===== src/rtl/alu_issue_stage.sv =====
// rtl/alu_issue_stage.sv - issue/writeback stage feeding a combinational ALU
// Three-phase IDLE/EXEC/WRITE sequencer around an NREG x BW register file.
module alu_issue_stage #(
   parameter int BW   = 16,
   parameter int NREG = 8,
   localparam int AW  = $clog2(NREG)
) (
   input  logic          clk,
   input  logic          rst,
   input  logic          cmd_valid,
   output logic          cmd_ready,
   input  logic [2:0]    cmd_opcode,
   input  logic [AW-1:0] cmd_rd,
   input  logic [AW-1:0] cmd_ra,
   input  logic [AW-1:0] cmd_rb,
   input  logic          cmd_use_imm,
   input  logic [BW-1:0] cmd_imm,
   output logic [BW-1:0] alu_a,
   output logic [BW-1:0] alu_b,
   output logic [2:0]    alu_op,
   input  logic [BW-1:0] alu_out,
   input  logic [2:0]    alu_flags,
   output logic          wb_valid,
   output logic [AW-1:0] wb_rd,
   output logic [BW-1:0] wb_data,
   output logic [2:0]    flags_q,
   output logic          busy,
   input  logic [AW-1:0] dbg_addr,
   output logic [BW-1:0] dbg_data
);

   typedef enum logic [1:0] {
      IDLE  = 2'd0,
      EXEC  = 2'd1,
      WRITE = 2'd2
   } state_t;

   state_t        state;
   logic [BW-1:0] regs [NREG];
   logic [AW-1:0] rd_q;
   logic [2:0]    res_flags;

   assign dbg_data = regs[dbg_addr];

   // wb_data/res_flags double as the captured ALU result, so wb_* hold between writebacks
   always_ff @(posedge clk) begin
      if (rst) begin
         state     <= IDLE;
         for (int i = 0; i < NREG; i++) regs[i] <= '0;
         alu_a     <= '0;
         alu_b     <= '0;
         alu_op    <= '0;
         rd_q      <= '0;
         res_flags <= '0;
         wb_valid  <= 1'b0;
         wb_rd     <= '0;
         wb_data   <= '0;
         flags_q   <= '0;
         busy      <= 1'b0;
         cmd_ready <= 1'b1;
      end else begin
         case (state)
            IDLE: begin
               if (cmd_valid && cmd_ready) begin
                  alu_a     <= regs[cmd_ra];
                  alu_b     <= cmd_use_imm ? cmd_imm : regs[cmd_rb];
                  alu_op    <= cmd_opcode;
                  rd_q      <= cmd_rd;
                  cmd_ready <= 1'b0;
                  busy      <= 1'b1;
                  state     <= EXEC;
               end
            end
            EXEC: begin
               wb_data   <= alu_out;
               res_flags <= alu_flags;
               wb_rd     <= rd_q;
               wb_valid  <= 1'b1;
               state     <= WRITE;
            end
            WRITE: begin
               regs[wb_rd] <= wb_data;
               flags_q     <= res_flags;
               wb_valid    <= 1'b0;
               cmd_ready   <= 1'b1;
               busy        <= 1'b0;
               state       <= IDLE;
            end
            default: begin
               wb_valid  <= 1'b0;
               cmd_ready <= 1'b1;
               busy      <= 1'b0;
               state     <= IDLE;
            end
         endcase
      end
   end

endmodule


===== config.mk =====
export PLATFORM = sky130hd
export DESIGN_NAME = alu_issue_stage
export DESIGN_NICKNAME = d
export VERILOG_FILES = /design/src/rtl/alu_issue_stage.sv
export SDC_FILE = /design/constraint.sdc
export NUM_CORES = 1
export LEC_CHECK = 0
export CAP_MARGIN = 20
export CELL_PAD_IN_SITES_DETAIL_PLACEMENT = 0
export CELL_PAD_IN_SITES_GLOBAL_PLACEMENT = 2
export CORE_MARGIN = 10
export CORE_UTILIZATION = 44
export CTS_BUF_LIST = sky130_fd_sc_hd__clkbuf_4
export DETAILED_ROUTE_END_ITERATION = 12
export HOLD_SLACK_MARGIN = 0.02
export PLACE_DENSITY_LB_ADDON = 0.1
export SETUP_SLACK_MARGIN = 0.1
export SYNTH_ARGS = -nofsm -noshare
export SYNTH_HDL_FRONTEND = slang
export SYNTH_SLANG_ARGS = --single-unit

===== constraint.sdc =====
create_clock -name clk -period 6.6 [get_ports clk]
set_input_delay 1.32 -clock clk [delete_from_list [all_inputs] [get_ports clk]]
set_output_delay 1.32 -clock clk [all_outputs]
set_load 0.02 [all_outputs]

==> results.yml <==
worst_setup_path:
  arrival_ns: 3.52
  slowest_stage: "clkdlybuf4s50_1"
  cp_cell_sequence: "clkdlybuf4s50_1 -> mux2_2 -> clkdlybuf4s50_1"
  critical_path_class: "input pin to output pin"
  path_delay_family: "buffers and inverters"
  critPathLaunchType: "input pin"
  critPathBufInv: 2
  cp_max_fo: 16
  crit_top_cell: "clkdlybuf4s50_1"
  rr_worst_depth: 3
  reg2reg_slack_ns: 3.80
  reg2reg_to: "regs[0][7]"
  max_stage_delay_ns: 1.17
  worst-endpoint-required_ns: 5.28
  reg2reg_from: "state[1]"
  endpoint_kind: "output pin"
  crit_cells: 3
die:
  rows: 55
  die_area_um2: 29700
  core_um2: 22700
  ios: 130
  dieWidth_um: 172
  die_y_um: 172
  start_util_pct: 45.0
clock_network:
  ctsRootBufferMaster: "clkbuf_4"
  cts.sinks: 196
  cts_tree: "built"
  cts_buffer_depth: 2
  cts-buffers-inserted: 17
  cts_setup_buffers: 0
  clk_latency_ns: 0.60
  cts-resized-gates: 0
  h-tree-depth: 4
  clk_pin_slew_ns: 0.16
  cts.hold.buffers_added: 0
pwr:
  p_per_area_nw_per_um2: 212
  peakVddDrop_uv: 103
  power_leakage_nw: 4.20
  power_w: 0.00254
route:
  vias_per_cell: 5.92
  wl_um: 28100
  drt_pass1_iterations: 5
  drc: 0
  vias: 6722
  wl_per_cell_um: 24.8
  drt_iter0_drc: 787
  ant_nets: 0
synthesis:
  ys_warn_count: 0
  postSynthAreaPerCell_um2: 13.9
  synth.area.top_cells: "edfxtp_1, mux4_2, dfxtp_1"
  yosys_most_used_dff: "edfxtp_1"
  synth_area_leader_cell: "edfxtp_1"
  async_flop_share_pct: 0
  synth-seq-cells: 196
  yosys-top-cells-count: "and2_1, edfxtp_1, mux4_2"
  synth_cells: 737
  synth_nets: 791
  netlist_area_um2: 10200
  yosysSeqAreaShare_pct: 51.0
  synth_edf_count: 128
  synthDistinctLibCells: 33
  yosys.area.top_type_share_pct: 37.6
global_route:
  grt_pass1_vias: 6918
  grt-ovfl-total: 0
  grt_use_total_pct: 19.1
  antenna_found_initial: 2
  grt_pass1_wl_um: 42400
  grt_max_degree: 76
placed_design:
  globalplace.congestion: 0.827
  hpwl_um: 18900
  io_buffers: 129
  post_dp_cell_area_um2: 11600
min_path:
  hp-class: "flop to flop"
  hold_start: "res_flags[1]"
  min_path_cells: 2
  hold_path_end: "res_flags[1]"
finish:
  drive_above_1_share_pct: 22.1
  syn_to_final_growth_pct: 17.3
  fillers: 1898
  final_core_util_pct: 52.8
  seq_area_um2: 5200
  multi_input_area_um2: 4730
  finish.instance_area_um2: 12000
  nets: 889
job:
  drv_cap: 0
run_status:
  status: "finished, final reports clean"
sta:
  min_period_over_period_pct: 73.3
  finClkSkew_ns: 0.0258
  max_slew_margin_pct: 29.3
  setup_violations: 0
  fin_setup_tns_ns: 0
  finalHoldViolCount: 0
  fin_crit_ns: 4.84
  max_freq_mhz: 207
  rsz0062_at_grt: "false"
  finalMaxSlewViolations: 0
  worst_slew_pin_slew_ns: 1.06
-- metal layers --
metal  part of all wire [%]  vias to the layer above  global-route usage, %
met5                      0                        -                      0
met1                     44                     3371                   26.3
li1                       -                     2998                      -
met4                   0.97                        0                   4.99
met3                    8.9                       20                   4.74
met2                     46                      333                   29.6
-- how the worst max path moves through the flow --
stage                      startpoint     endpoint  slack, ns
after CTS                 dbg_addr[0]  dbg_data[4]       1.53
after detailed placement  dbg_addr[0]  dbg_data[4]       1.55
after floorplan           dbg_addr[0]  dbg_data[0]       2.60
after global placement    dbg_addr[0]  dbg_data[5]       1.62
after global routing      dbg_addr[1]  dbg_data[5]       1.71
final                     dbg_addr[2]  dbg_data[5]       1.76
-- worst min-delay path, cell delays in order, from the launching register on --
cell	delay (ns)
dfxtp_1	0.34
nand2_1	0.05
a21oi_1	0.06
-- placed cells by master, fill, tap and decap left out, drive strengths merged, types with 3 or more instances in the layout --
cell type and count:
and2 128, edfxtp 128, clkdlybuf4s50 123, mux4 96
dfxtp 68, nand2 58, mux2i 35, a21oi 28
nor2 28, buf 19, clkbuf 18, mux2 16
a211oi 16, nand3b 16, nand4b 16, o211ai 16
or2 8, clkinv 5, inv 5, nand2b 4
nor3 4, bufinv 3
-- logic make-up (layout without fill, tap and decap cells) --
kind of cell,Yosys count,after routing,synth area share (%)
and+or+nand+nor,268,268,15.4
DFF,196,196,51.0
muxes,147,147,26.4
buffers and inverters,64,175,2.93
AOI/OAI and AO/OA,62,62,4.36
other,0,2,0
-- report_power, final --
group,leakage [nW],total [W],switching (W),internal [W]
logic,2.15,0.000420,0.000210,0.000210
clock network,0.164,0.000711,0.000438,0.000273
registers,1.88,0.00141,0.0000529,0.00136
total,4.20,0.00254,0.000701,0.00184
-- metrics by stage --
stage                     worst slack [ns]  hold WS, ns  instances
after floorplan                       2.60        0.432        737
after global placement                1.62        0.443       1100
after detailed placement              1.55        0.454       1100
after CTS                             1.53        0.474       1132
after global routing                  1.71        0.496       1134
final                                 1.76        0.473       1135
-- sequential cells by signal, indices dropped and copies added, names as in the netlist --
signal and flops:
alu_b 16, state 2, cmd_ready 1, regs 128, busy 1, rd_q 3
wb_data 16, wb_rd 3, res_flags 3, wb_valid 1, alu_a 16, flags_q 3
alu_op 3
-- cell type report --
cell class                      instances  area share [%]
Antenna cell                            2          0.0418
Clock buffer                           18            1.13
Clock inverter                         14            1.47
Inverter                                1          0.0313
Multi-Input combinational cell        477            39.5
Sequential cell                       196            43.4
Tap cell                              285            2.98
Timing Repair Buffer                  142            11.4
Power figures use the tool's default switching activity.
